[config.mk]
export PLATFORM = sky130hd
export DESIGN_NAME = pc_seq_unit_flat
export DESIGN_NICKNAME = d
export VERILOG_FILES = /design/src/rtl/pc_seq_unit_if.sv /design/src/rtl/pc_seq_unit.sv /design/src/flat_wrapper.sv
export SDC_FILE = /design/constraint.sdc
export NUM_CORES = 1
export LEC_CHECK = 0
export BUFFER_PORTS_ARGS = -buffer_cell sky130_fd_sc_hd__buf_2
export CORE_ASPECT_RATIO = 0.8
export CORE_MARGIN = 2
export CORE_UTILIZATION = 60
export CTS_CLUSTER_DIAMETER = 100
export CTS_CLUSTER_SIZE = 40
export DETAILED_ROUTE_END_ITERATION = 12
export GPL_TIMING_DRIVEN = 0
export PLACE_DENSITY_LB_ADDON = 0.1
export SYNTH_ARGS = -nofsm -noshare
export SYNTH_HDL_FRONTEND = slang
export SYNTH_SLANG_ARGS = --single-unit
[constraint.sdc]
create_clock -name clk -period 4.7 [get_ports clk]
set_input_delay 0.235 -clock clk [delete_from_list [all_inputs] [get_ports clk]]
set_output_delay 0.235 -clock clk [all_outputs]
set_load 0.05 [all_outputs]
[src/rtl/pc_seq_unit_if.sv]
// Decoder-to-PC control/status bundle for pc_seq_unit.
interface pc_seq_unit_if #(
  parameter int unsigned D           = 12,
  parameter int unsigned STACK_DEPTH = 4
);
  localparam int unsigned SDW = $clog2(STACK_DEPTH + 1);

  logic           start;
  logic           done;
  logic           stall;
  logic           reljump_en;
  logic           absjump_en;
  logic           call_en;
  logic           ret_en;
  logic [D-1:0]   offset;
  logic [D-1:0]   target;
  logic [D-1:0]   prog_ctr;
  logic           running;
  logic           halted;
  logic [SDW-1:0] stack_depth;
  logic           stack_ovf;
  logic           stack_unf;

  // Decoder side: drives controls, observes PC and status.
  modport master (
    output start, done, stall, reljump_en, absjump_en, call_en, ret_en,
           offset, target,
    input  prog_ctr, running, halted, stack_depth, stack_ovf, stack_unf
  );

  // PC unit side.
  modport slave (
    input  start, done, stall, reljump_en, absjump_en, call_en, ret_en,
           offset, target,
    output prog_ctr, running, halted, stack_depth, stack_ovf, stack_unf
  );
endinterface

[src/rtl/pc_seq_unit.sv]
// Program counter with IDLE/RUN/HALT control, jumps and a return-address stack.
module pc_seq_unit #(
  parameter int unsigned D           = 12,
  parameter int unsigned STACK_DEPTH = 4,
  parameter int unsigned RESET_VEC   = 0
) (
  input  logic          clk,
  input  logic          reset,
  pc_seq_unit_if.slave  bus
);
  localparam int unsigned SDW = $clog2(STACK_DEPTH + 1);
  localparam logic [D-1:0] RST_PC = D'(RESET_VEC);

  typedef enum logic [1:0] {
    ST_IDLE = 2'd0,
    ST_RUN  = 2'd1,
    ST_HALT = 2'd2
  } state_t;

  state_t         state_q, state_d;
  logic [D-1:0]   pc_q, pc_d;
  logic [SDW-1:0] depth_q, depth_d;
  logic           ovf_q, ovf_d;
  logic           unf_q, unf_d;
  logic           running_q, halted_q;
  logic           push_en;
  logic [D-1:0]   push_val;
  logic [D-1:0]   top_val;
  logic [D-1:0]   pc_inc;
  logic           stack_full;
  logic [D-1:0]   stack_q [STACK_DEPTH];

  assign pc_inc     = pc_q + D'(1);
  assign stack_full = (depth_q == SDW'(STACK_DEPTH));

  // State register.
  always_ff @(posedge clk) begin
    if (reset) state_q <= ST_IDLE;
    else       state_q <= state_d;
  end

  // Next-state logic; done always wins over start.
  always_comb begin
    state_d = state_q;
    case (state_q)
      ST_IDLE: begin
        if (bus.done)       state_d = ST_HALT;
        else if (bus.start) state_d = ST_RUN;
      end
      ST_RUN:  if (bus.done) state_d = ST_HALT;
      ST_HALT: state_d = ST_HALT;
      default: state_d = ST_IDLE;
    endcase
  end

  // Top-of-stack read; only meaningful when depth_q > 0.
  always_comb begin
    top_val = '0;
    for (int i = 0; i < int'(STACK_DEPTH); i++) begin
      if (SDW'(i) == depth_q - SDW'(1)) top_val = stack_q[i];
    end
  end

  // Datapath next values: ret > call > absjump > reljump > increment.
  always_comb begin
    pc_d     = pc_q;
    depth_d  = depth_q;
    ovf_d    = ovf_q;
    unf_d    = unf_q;
    push_en  = 1'b0;
    push_val = pc_inc;
    case (state_q)
      ST_IDLE: pc_d = RST_PC;
      ST_RUN: begin
        if (!bus.done && !bus.stall) begin
          if (bus.ret_en) begin
            if (depth_q != '0) begin
              pc_d    = top_val;
              depth_d = depth_q - SDW'(1);
            end else begin
              pc_d  = pc_inc;
              unf_d = 1'b1;
            end
          end else if (bus.call_en) begin
            pc_d = bus.target;
            if (!stack_full) begin
              push_en = 1'b1;
              depth_d = depth_q + SDW'(1);
            end else begin
              ovf_d = 1'b1;
            end
          end else if (bus.absjump_en) begin
            pc_d = bus.target;
          end else if (bus.reljump_en && (bus.offset != '0)) begin
            pc_d = pc_q + bus.offset;
          end else begin
            pc_d = pc_inc;
          end
        end
      end
      default: ;
    endcase
  end

  // PC, depth, sticky flags and status outputs.
  always_ff @(posedge clk) begin
    if (reset) begin
      pc_q      <= RST_PC;
      depth_q   <= '0;
      ovf_q     <= 1'b0;
      unf_q     <= 1'b0;
      running_q <= 1'b0;
      halted_q  <= 1'b0;
    end else begin
      pc_q      <= pc_d;
      depth_q   <= depth_d;
      ovf_q     <= ovf_d;
      unf_q     <= unf_d;
      running_q <= (state_d == ST_RUN);
      halted_q  <= (state_d == ST_HALT);
    end
  end

  // Stack storage; entries above depth are don't-care so no reset needed.
  always_ff @(posedge clk) begin
    if (push_en && !reset) begin
      for (int i = 0; i < int'(STACK_DEPTH); i++) begin
        if (SDW'(i) == depth_q) stack_q[i] <= push_val;
      end
    end
  end

  assign bus.prog_ctr    = pc_q;
  assign bus.running     = running_q;
  assign bus.halted      = halted_q;
  assign bus.stack_depth = depth_q;
  assign bus.stack_ovf   = ovf_q;
  assign bus.stack_unf   = unf_q;
endmodule
[src/flat_wrapper.sv]
// flat-port wrapper written by rule: the top's interface ports become plain ports
module pc_seq_unit_flat 
#(
  parameter int unsigned D           = 12,
  parameter int unsigned STACK_DEPTH = 4,
  parameter int unsigned RESET_VEC   = 0
)
  (clk, reset, bus_start, bus_done, bus_stall, bus_reljump_en, bus_absjump_en, bus_call_en, bus_ret_en, bus_offset, bus_target, bus_prog_ctr, bus_running, bus_halted, bus_stack_depth, bus_stack_ovf, bus_stack_unf);
  pc_seq_unit_if #(.D(D), .STACK_DEPTH(STACK_DEPTH)) bus_i ();
  input  logic clk;
  input  logic reset;
  input wire logic [$bits(bus_i.start)-1:0] bus_start;
  input wire logic [$bits(bus_i.done)-1:0] bus_done;
  input wire logic [$bits(bus_i.stall)-1:0] bus_stall;
  input wire logic [$bits(bus_i.reljump_en)-1:0] bus_reljump_en;
  input wire logic [$bits(bus_i.absjump_en)-1:0] bus_absjump_en;
  input wire logic [$bits(bus_i.call_en)-1:0] bus_call_en;
  input wire logic [$bits(bus_i.ret_en)-1:0] bus_ret_en;
  input wire logic [$bits(bus_i.offset)-1:0] bus_offset;
  input wire logic [$bits(bus_i.target)-1:0] bus_target;
  output wire logic [$bits(bus_i.prog_ctr)-1:0] bus_prog_ctr;
  output wire logic [$bits(bus_i.running)-1:0] bus_running;
  output wire logic [$bits(bus_i.halted)-1:0] bus_halted;
  output wire logic [$bits(bus_i.stack_depth)-1:0] bus_stack_depth;
  output wire logic [$bits(bus_i.stack_ovf)-1:0] bus_stack_ovf;
  output wire logic [$bits(bus_i.stack_unf)-1:0] bus_stack_unf;
  assign bus_i.start = bus_start;
  assign bus_i.done = bus_done;
  assign bus_i.stall = bus_stall;
  assign bus_i.reljump_en = bus_reljump_en;
  assign bus_i.absjump_en = bus_absjump_en;
  assign bus_i.call_en = bus_call_en;
  assign bus_i.ret_en = bus_ret_en;
  assign bus_i.offset = bus_offset;
  assign bus_i.target = bus_target;
  assign bus_prog_ctr = bus_i.prog_ctr;
  assign bus_running = bus_i.running;
  assign bus_halted = bus_i.halted;
  assign bus_stack_depth = bus_i.stack_depth;
  assign bus_stack_ovf = bus_i.stack_ovf;
  assign bus_stack_unf = bus_i.stack_unf;
  pc_seq_unit #(.D(D), .STACK_DEPTH(STACK_DEPTH), .RESET_VEC(RESET_VEC)) u_core (.clk(clk), .reset(reset), .bus(bus_i));
endmodule
==> results.md, run 1 <==
- I/O pins: 52
- Clk_skew: between 0.01 and 0.015 ns
- Outcome: completed
- Maxcap violations: 0
- Die Y: roughly 75 um
- WL per Instance: ~18 um
- Max clock buf depth: 2
- Fin. Hold Viols: 0
- Fmax: 370.8 MHz
- Fin nets: a little under 500
- Crit-path cells: ha_1 > fa_1 > a211o_1 > a21oi_1 > o31ai_1 > a32o_1 > a2111oi_2 > o21ai_1
- Post-synth EDFFs: 48
- Slowest stage delay, CP: 0.44 ns
- Register area share after synthesis: around half
- HP Class: in2reg
- Net Count, Synth: 426
- Post-synth ARST share: 0%
- Root buf cell: clkbuf_8
- P&R area growth vs syn: 14.01%
- Routability cong.: 0.9311
- Final worst-path setup slack: approximately 2 ns
- Core Area: between 6000 and 7000 sq um
- Crit-path leading delay family: compound AO/OA/AOI/OAI gates
- Final min period: approximately 2.7 ns
- Clock latency on the worst-skew pair: roughly 0.34 ns
- Htree depth: 3
- Largest net degree at the start of global routing: 13
- Buf/Inv on CP: 0
- Largest area contributor in the netlist: edfxtp_1
- CTS resizes: 0
- Crit path DAT: roughly 2.9 ns
- Vias in the first global route: 3061
- Max FO, Critical Path: 8
- CP startpoint kind: flip-flop
- Initial antenna violation count: 0
- PwrDens: around 270 nW/um^2
- Required @ worst endpoint: 4.91 ns
- Routed vias: roughly 3300
- Max-slew headroom at the worst pin: around half
- Synth area leaders: edfxtp_1 38%, dfxtp_1 11%, ha_1 6.6%
- Total Wirelength: 9.322 mm
- Hold Buf Count CTS: 0
- GRT Util Overall: roughly 28%
- Die area: 6997 sq um
- Slew at the pin closest to its max-slew limit: around 0.72 ns
- Pins over their slew limit: 0
- Share of the synthesized area in the top cell type: around 38%
- TritonCTS clock tree: yes
- Leakage power total: around 1.7 nW
- Unrepaired setup endpoints after global routing: no
- Final Total Pwr: 1.155 mW
- Post-Synthesis Cells: ~370
- Mapped cell area: 3804 sq um
- Initial Util: 63.33%
- Period Utilization, post-route: approximately 57%
- Port Buf Inserts: roughly 50
- #FFs+latches synth: 68
- Cell Rows: 25
- Avg Cell Area, Syn: between 10 and 15 sq um
- Detailed router's first-iteration violation count: roughly 290
- Layout cell share with drive strength beyond 1: 17.08%
- Worst-path clk slew: roughly 0.080 ns
- Drt drc: 0
- Crit-path slowest cell: fa_1
- Routed Antenna Nets: 0
- Postcts setup bufs: 0
- First-pass detailed-route iteration total: 6
- # diodes: 0
- Endpoints failing setup: 0
- Number of distinct standard cells referenced by the synthesized netlist: 53
- GRT overflow: 0
- DP HPWL: around 7 mm
- Worst IR Drop VDD: approximately 230 uV
- FF-to-FF setup slack: roughly 2.0 ns
- CP endpoint kind: flip-flop
- Place WS: about 2.0 ns
- Total Neg Setup Slack: 0 ns
- WS Path Type: reg2reg
- Clk sinks: 68
- First-pass GRT wire length: 14.97 mm
- Post-DR vias/cell: around 6.4
- Hold slack: 0.1633 ns
- Primary FF master, synth: edfxtp_1
- DIE WIDTH: 93.02 um
- Warnings from Yosys: 0
- TritonCTS buffer count: 9
-- worst register-to-register path, stage by stage (launching register included) --
cell and delay, ns:
dfxtp_1 0.40, ha_1 0.27, fa_1 0.44, a211o_1 0.30, a21oi_1 0.32, o31ai_1 0.16
a32o_1 0.24, a2111oi_2 0.35, o21ai_1 0.09
-- cells by family (layout without fill, tap and decap cells) --
group,after synthesis,in the layout,synth area share [%]
muxes,2,2,0.5592
adders and majority gates,21,21,7.105
and+or+nand+nor,103,103,13.22
buffers and inverters,35,102,3.487
AOI/OAI and AO/OA,127,127,23.52
DFF,68,68,48.42
xor gates and xnor gates,16,16,3.684
-- report_power, final --
part / leakage, nW / internal, mW / switching (mW)
combinational: 0.949 / 0.0356 / 0.0612
clock: 0.0901 / 0.205 / 0.216
sequential: 0.637 / 0.635 / 0.00255
total: 1.68 / 0.876 / 0.280
-- layout make-up --
cell class,instances,area (sq um)
buffer,18,68.82
sequential,68,1842
fill,468,1669
clock buffer,10,137.6
timing repair buffer,51,255.2
multi-input combinational,269,1829
inverter,17,63.81
clock inverter,6,38.79
tap,81,101.3
-- registers in the layout, summed over array words and instances, names as in the netlist --
signal,flops
u_core.bus.prog_ctr,12
u_core.bus.stack_unf,1
u_core.state_q,2
u_core.bus.running,1
u_core.bus.stack_ovf,1
u_core.bus.stack_depth,3
u_core.stack_q,48
-- placed cells by master, fill, tap and decap left out, drive strengths merged, types with 6 or more instances in the layout --
cell type / netlist / final
buf: 1 / 52
edfxtp: 48 / 48
nand2: 34 / 34
o21ai: 29 / 29
clkbuf: 17 / 27
nor2: 23 / 23
a21oi: 21 / 21
ha: 20 / 20
dfxtp: 20 / 20
inv: 17 / 18
a22oi: 13 / 13
xnor2: 12 / 12
nor3: 9 / 9
nand3: 8 / 8
a221o: 8 / 8
a211oi: 6 / 6
a221oi: 6 / 6
o31ai: 6 / 6
-- synthesized netlist by cell type (3+ instances only) --
library cell,number
dfxtp_1,20
nor3_1,9
nand3_1,8
ha_1,20
xor2_1,4
edfxtp_1,48
a221oi_1,6
a21oi_1,21
clkbuf_1,17
o21ai_0,28
and3_1,5
nor2_1,23
inv_1,17
nor4_1,5
xnor2_1,12
a221o_1,8
a211oi_1,6
o211ai_1,5
a31oi_1,5
o21a_1,5
a21o_1,3
a22oi_1,13
nor2b_1,4
nand2_1,34
o31ai_1,5
nand2b_1,4
-- final timing paths --
path                                        startpoint                       to  cells past startpoint
worst max-delay path            u_core.bus.prog_ctr[0]  u_core.bus.prog_ctr[10]                      8
worst min-delay path                         bus_start        u_core.state_q[0]                      3
worst max register to register  u_core.bus.prog_ctr[0]  u_core.bus.prog_ctr[10]                      8
worst min register to register    u_core.bus.stack_ovf     u_core.bus.stack_ovf                      2
-- metal layers --
layer	GRT usage [%]	vias to the layer above	wire, um
li1	-	1560	-
met1	40.89	1600	4123
met2	43.88	171	4200
met3	6.206	16	857
met4	7.516	0	140
met5	0	-	0
-- per-stage QoR --
step | utilization (%) | instance area [sq um] | instances
6_report | 72.21 | 4337 | 520
5_1_grt | 72.21 | 4337 | 520
4_1_cts | 72.21 | 4337 | 520
3_5_place_dp | 69.27 | 4160 | 504
3_3_place_gp | 69.27 | 4160 | 504
2_1_floorplan | - | 3804 | 372
Power figures use the tool's default switching activity.
==> inputs of run 2 (changes only) <==
Settings changed: ABC_AREA from default to 1, CORE_UTILIZATION 60 to 53.
Clock period 4.7 ns to 2.16 ns, I/O delays scaled along.
==> run 2 against run 1 <==
Global-route usage decreased by 2.1 points; critical path type unchanged; non-clock buffer count grew 1; core utilization decreased by 8.7 points.
==> results.md, run 2 <==
- Most frequent cell after synthesis: nand2_1
- WS Path Type: reg2reg
- First-pass GRT wire length: 18.03 mm (+20%)
- Most flop-heavy register: u_core.stack_q
- Buf/Inv on CP: 1 (+1)
- DIE WIDTH: 104.8 um (+13%)
- Largest register FFs: 48 (unchanged)
- Synth cell count leaders: 154 x nand2_1, 57 x inv_1, 48 x edfxtp_1
- #FFs+latches synth: 68 (unchanged)
- Crit-path cells: nor2_2 > nand2_1 > nor2_4 > nand3_1 > nor2_1 > inv_1 > nor2_2
- CP startpoint kind: flip-flop
- Hold Path Origin: bus_start
- Mapped cell area: 4312 sq um (+13%)
- Commonest non-fill, non-tap cell in the layout: nand2_1
- Drt drc: 0 (unchanged)
- RR Startpoint: u_core.state_q[1]
- Initial antenna violation count: 0 (unchanged)
- Routed vias: 3909 (+17%)
- P&R area growth vs syn: 16.42%
- Cell mode on critical path: nor2_2
- Fin. Hold Viols: 0 (unchanged)
- Largest net degree at the start of global routing: 15 (+2)
- Fmax: 467.3 MHz (+26%)
- Primary FF master, synth: edfxtp_1
- CP endpoint kind: flip-flop
- Clk sinks: 68 (unchanged)
- Synth area leaders: edfxtp_1 33%, nand2_1 13%, dfxtp_1 9.3%
- # diodes: 0 (unchanged)
- Pins over their slew limit: 0 (unchanged)
- WL per Instance: 15.73 um (-12%)
- I/O pins: 52 (unchanged)
- Total Wirelength: 11.32 mm (+21%)
- Warnings from Yosys: 0 (unchanged)
- Filler cell count: 722 (+54%)
- Unrepaired setup endpoints after global routing: yes
- Slowest stage delay, CP: 0.56 ns (+0.12 ns)
- Post-Synthesis Cells: 541 (+45%)
- Fin util: 63.46% (-8.7 points)
- Detailed router's first-iteration violation count: 321 (+11%)
- Endpoints failing setup: 0 (unchanged)
- GRT overflow: 0 (unchanged)
- Worst-path clk slew: 0.08 ns (about the same)
- Cell Rows: 29 (+16%)
- TritonCTS buffer count: 9 (unchanged)
- Avg Cell Area, Syn: 7.970 sq um (-22%)
- Htree depth: 3 (unchanged)
- Clk_skew: 0.01110 ns (-0.0002328 ns)
- Max-slew headroom at the worst pin: 53.76% (+2.1 points)
- Register area share after synthesis: 42.72% (-5.7 points)
- Post-synth ARST share: 0% (unchanged)
- Max clock buf depth: 2 (unchanged)
- HP Class: in2reg
- Most frequent cells in the layout: 153 x nand2_1, 56 x inv_1, 51 x buf_2
- PwrDens: 543.1 nW/um^2 (+100%)
- Post-synth EDFFs: 48 (unchanged)
- Largest area contributor in the netlist: edfxtp_1
- Die Y: 84.68 um (+13%)
- Routability cong.: 0.9463 (+1.6%)
- Worst IR Drop VDD: 414.9 uV (+83%)
- Vias in the first global route: 3677 (+20%)
- Crit-path leading delay family: simple AND/OR/NAND/NOR gates
- Layout cell share with drive strength beyond 1: 22.55% (+5.5 points)
- Number of distinct standard cells referenced by the synthesized netlist: 39 (-26%)
- Period Utilization, post-route: 99.08% (+42 points)
- Outcome: completed
- Fin nets: 661 (+35%)
- Port Buf Inserts: 50 (-2.0%)
- Clock latency on the worst-skew pair: 0.35 ns (about the same)
- GRT Util Overall: 26.15% (-2.1 points)
- Routed Antenna Nets: 0 (unchanged)
- Core Area: 7910 sq um (+32%)
- Required @ worst endpoint: 2.14 ns (-2.77 ns)
- Worst Setup SP: u_core.state_q[1]
- Crit-path slowest cell: nor2_2
- Leakage power total: 2.241 nW (+34%)
- Die area: 8877 sq um (+27%)
- Initial Util: 54.51% (-8.8 points)
- Crit path DAT: 2.12 ns (-0.79 ns)
- Final min period: 2.140 ns (-0.5571 ns)
- Net Count, Synth: 595 (+40%)
- Root buf cell: clkbuf_8
- Final Total Pwr: 2.726 mW (+140%)
- Post-DR vias/cell: 5.429 (-16%)
- DP HPWL: 8.443 mm (+19%)
- Maxcap violations: 0 (unchanged)
- First-pass detailed-route iteration total: 6 (unchanged)
- TritonCTS clock tree: yes
- Max FO, Critical Path: 12 (+4)
- Share of the synthesized area in the top cell type: 33.43% (-4.5 points)
- Slew at the pin closest to its max-slew limit: 0.6929 ns (-0.02837 ns)
run 2: cell type report:
type | count | area (sq um) | share of cell area [%]
inverter | 63 | 236.5 | 4.711
multi-input combinational | 395 | 2142 | 42.67
buffer | 15 | 148.9 | 2.966
clock buffer | 9 | 123.9 | 2.468
clock inverter | 7 | 81.33 | 1.620
sequential | 68 | 1849 | 36.84
tap | 108 | 135.1 | 2.692
timing repair buffer | 55 | 302.8 | 6.032
run 2: where the power goes:
part	internal, mW	total (mW)	switching [mW]
clock network	0.549	1.10	0.547
logic	0.0888	0.243	0.155
registers	1.38	1.39	0.00604
run 2: kinds of logic (layout without fill, tap and decap cells):
group / after synthesis / after routing / share of synthesized area [%]
AOI/OAI and AO/OA: 80 / 80 / 11.03
xor gates and xnor gates: 8 / 8 / 1.625
adders and majority gates: 21 / 21 / 6.268
buffers and inverters: 78 / 149 / 8.706
DFF: 68 / 68 / 42.72
and+or+nand+nor: 286 / 286 / 29.66
run 2: worst paths after layout:
path                            depth (start not counted)  slack (ns)                   end
worst min-delay path                                    3        0.03     u_core.state_q[0]
worst min register to register                          2        0.47  u_core.bus.stack_ovf
worst max-delay path                                    7        0.02  u_core.stack_q[2][5]
worst max register to register                          7        0.02  u_core.stack_q[2][5]
run 2: routing by layer:
metal  vias to the layer above  part of all wire (%)  GRT usage, %
met2                       182                    42         39.37
li1                       1928                     -             -
met5                         -                     0             0
met4                         0                   1.4         7.879
met1                      1783                    46         37.61
met3                        16                    10         6.134
run 2: per-stage QoR:
step	setup TNS (ns)	std cells	area [sq um]	hold slack [ns]	setup WS, ns
2_1_floorplan	0	541	4319	0.2880	0.004962
3_3_place_gp	-5.823	699	4705	0.3709	-0.2006
3_5_place_dp	-8.375	699	4705	0.3717	-0.2226
4_1_cts	0	717	4959	0.02400	0.04153
5_1_grt	-5.887	720	5020	0.03935	-0.1878
6_report	0	720	5020	0.03280	0.01992
run 2: tightest hold or removal path: stages:
cell and delay [ns]:
buf_2 0.08, o21ai_0 0.08, nor2_1 0.08
run 2: repair_timing:
| item | 4_1_cts | 5_1_grt |
|---|---|---|
| gates cloned | 0 | 1 |
| buffers inserted | 1 | 2 |
| hold buffers | 1 | 0 |
| endpoints found under the setup margin | 58 | 59 |
| hold endpoints to repair | 3 | 0 |
| pin swaps | 0 | 1 |
| gates resized for setup | 9 | 9 |
==> inputs of run 3 (changes only) <==
Settings changed: ABC_AREA 1 to default, CORE_UTILIZATION 53 to 58, SLEW_MARGIN from default to 10.
Clock period 2.16 ns to 2.1 ns, I/O delays scaled along.
==> run 3 against run 2 <==
The flow now finishes with violations (setup timing); cell area is 7.7% lower; sequential share of layout area increased by 3.3 points; non-clock buffer count increased by 5; sequential power increased by 3%; largest power group unchanged.
==> results.md, run 3 (same netlist as run 1, synthesis figures left out) <==
- Outcome: finished with violations
- Violated checks: setup timing
- Routability cong.: 0.9150 (-3.3%)
- Reg power frac: 49.7% (-1.2 points)
- TritonCTS clock tree: yes
- Reg2reg path depth: 9 (+2)
- Max clock buf depth: 2 (unchanged)
- HP Class: in2reg
- Period Utilization, post-route: 106.1% (+7.1 points)
- Largest register FFs: 48 (unchanged)
- Total Neg Setup Slack: -0.3272 ns (-0.3272 ns)
- WL per Instance: 18.84 um (+20%)
- Hold Path Origin: bus_start
- CP startpoint kind: flip-flop
- Core Area: 6376 sq um (-19%)
- Htree depth: 3 (unchanged)
- P&R area growth vs syn: 21.84%
- DIE WIDTH: 94.54 um (-9.8%)
- Detailed router's first-iteration violation count: 216 (-33%)
- Most frequent cells in the layout: 53 x buf_2, 48 x edfxtp_1, 34 x nand2_1
- WS Path Type: reg2reg
- Pint: 2.184 mW (+8.2%)
- Die Y: 76.43 um (-9.7%)
- Initial Util: 59.65% (+5.1 points)
- Vias in the first global route: 3167 (-14%)
- Largest net degree at the start of global routing: 14 (-1)
- TritonCTS buffer count: 9 (unchanged)
- Commonest non-fill, non-tap cell in the layout: buf_2
- Die area: 7226 sq um (-19%)
- Final Total Pwr: 2.868 mW (+5.2%)
- Unrepaired setup endpoints after global routing: yes
- Routed vias: 3389 (-13%)
- Hold slack: 0.02663 ns (-0.006169 ns)
- Sw power: 684.1 uW (-3.3%)
- Final worst-path setup slack: -0.1291 ns (-0.1490 ns)
- Endpoints failing setup: 3 (+3)
- Total Wirelength: 9.966 mm (-12%)
- Placed cell count: 507 (-27%)
- Drt drc: 0 (unchanged)
- RR Startpoint: u_core.bus.prog_ctr[0]
- Initial antenna violation count: 0 (unchanged)
- Root buf cell: clkbuf_8
- Layout cell share with drive strength beyond 1: 28.54% (+6.0 points)
- Fin util: 72.68% (+9.2 points)
- Cell Rows: 26 (-10%)
- First-pass detailed-route iteration total: 5 (-1)
- Leakage power total: 1.782 nW (-20%)
- Fin. Hold Viols: 0 (unchanged)
- Max-slew headroom at the worst pin: 58.69% (+4.9 points)
- Clk sinks: 68 (unchanged)
- Fin cells: 529 (-27%)
- Logic pwr share: 8.2% (-0.7 points)
- Worst IR Drop VDD: 529.0 uV (+27%)
- Worst-path clk slew: 0.08 ns (about the same)
- Worst Setup SP: u_core.bus.prog_ctr[0]
- I/O pins: 52 (unchanged)
- GRT overflow: 0 (unchanged)
- # diodes: 0 (unchanged)
- Fin nets: 494 (-25%)
- Slew at the pin closest to its max-slew limit: 0.6196 ns (-0.07329 ns)
- PwrDens: 618.8 nW/um^2 (+14%)
- DP HPWL: 7.298 mm (-14%)
- Final min period: 2.229 ns (+0.08903 ns)
- CP endpoint kind: flip-flop
- Port Buf Inserts: 51 (+2.0%)
- Routed Antenna Nets: 0 (unchanged)
- Post-DR vias/cell: 6.406 (+18%)
- Required @ worst endpoint: 2.38 ns (+0.24 ns)
- Max FO, Critical Path: 3 (-9)
- Sw frac: 23.85% (-2.1 points)
- Most flop-heavy register: u_core.stack_q
- Clock power frac: 42.1% (+1.9 points)
- First-pass GRT wire length: 15.90 mm (-12%)
- Crit path DAT: 2.51 ns (+0.39 ns)
- Clk_skew: 0.008637 ns (-0.002465 ns)
- GRT Util Overall: 28.54% (+2.4 points)
- Maxcap violations: 0 (unchanged)
- Pins over their slew limit: 0 (unchanged)
- Hold Crit Depth: 3 (unchanged)
- Fmax: 448.6 MHz (-4.0%)
- Clock latency on the worst-skew pair: 0.35 ns (about the same)
-- run 3: changes by cell type in the layout (fill, tap and decap cells not counted), moves of 8 or more --
cell,change
nand3_1,-38
xnor2_1,+10
nand2_1,-119
o21ai_1,+8
nor3_1,+8
a21oi_1,-21
a221o_1,+8
a22oi_1,+12
inv_1,-39
nor2_1,-20
a21oi_2,-9
nor2_2,-9
-- run 3: layout make-up --
class / instances / area [sq um]
Multi-Input combinational cell: 269 / 1991
Sequential cell: 68 / 1861
Fill cell: 477 / 1742
Timing Repair Buffer: 58 / 307.8
Clock buffer: 9 / 123.9
Tap cell: 84 / 105.1
Clock inverter: 7 / 100.1
Buffer: 17 / 82.58
Inverter: 17 / 63.81
-- run 3: worst paths after layout --
| path | end | slack, ns |
|---|---|---|
| worst max-delay path | u_core.bus.prog_ctr[6] | -0.13 |
| worst min-delay path | u_core.state_q[0] | 0.03 |
| worst max register to register | u_core.bus.prog_ctr[6] | -0.13 |
| worst min register to register | u_core.bus.stack_ovf | 0.49 |
-- run 3: power by group through the flow --
stage | registers (mW) | logic [mW] | clock network [mW]
finish | 1.43 | 0.235 | 1.21
global route | 1.43 | 0.254 | 1.27
CTS | 1.43 | 0.219 | 1.22
detailed placement | 1.46 | 0.214 | 0
global placement | 1.46 | 0.211 | 0
floorplan | 1.47 | 0.118 | 0
-- run 3: routing by layer --
layer | wire, um | vias to the layer above | GRT usage, %
met1 | 4425 | 1652 | 41.46
li1 | - | 1576 | -
met4 | 105 | 0 | 6.812
met2 | 4614 | 149 | 43.50
met3 | 821 | 12 | 6.627
met5 | 0 | - | 0
-- run 3: repair_timing --
item | 4_1_cts | 5_1_grt
buffers inserted | 4 | 3
hold buffers | 0 | 0
resized for setup | 18 | 36
pin swaps | 7 | 12
endpoints found under the setup margin | 58 | 24
-- run 3: worst max-delay path, stage by stage, from the launching register on --
cell and delay (ns):
dfxtp_4 0.36, ha_4 0.16, fa_2 0.36, a211o_1 0.31, a21oi_4 0.21, buf_4 0.14
o22ai_1 0.10, o311ai_1 0.27, a21oi_1 0.10, o21ai_1 0.14
-- run 3: metrics by stage --
step,area (sq um),setup WS [ns]
detailed placement,4215,-0.2480
floorplan,3855,-0.1248
global placement,4215,-0.2280
global route,4634,-0.1939
finish,4634,-0.1291
CTS,4526,-0.1242
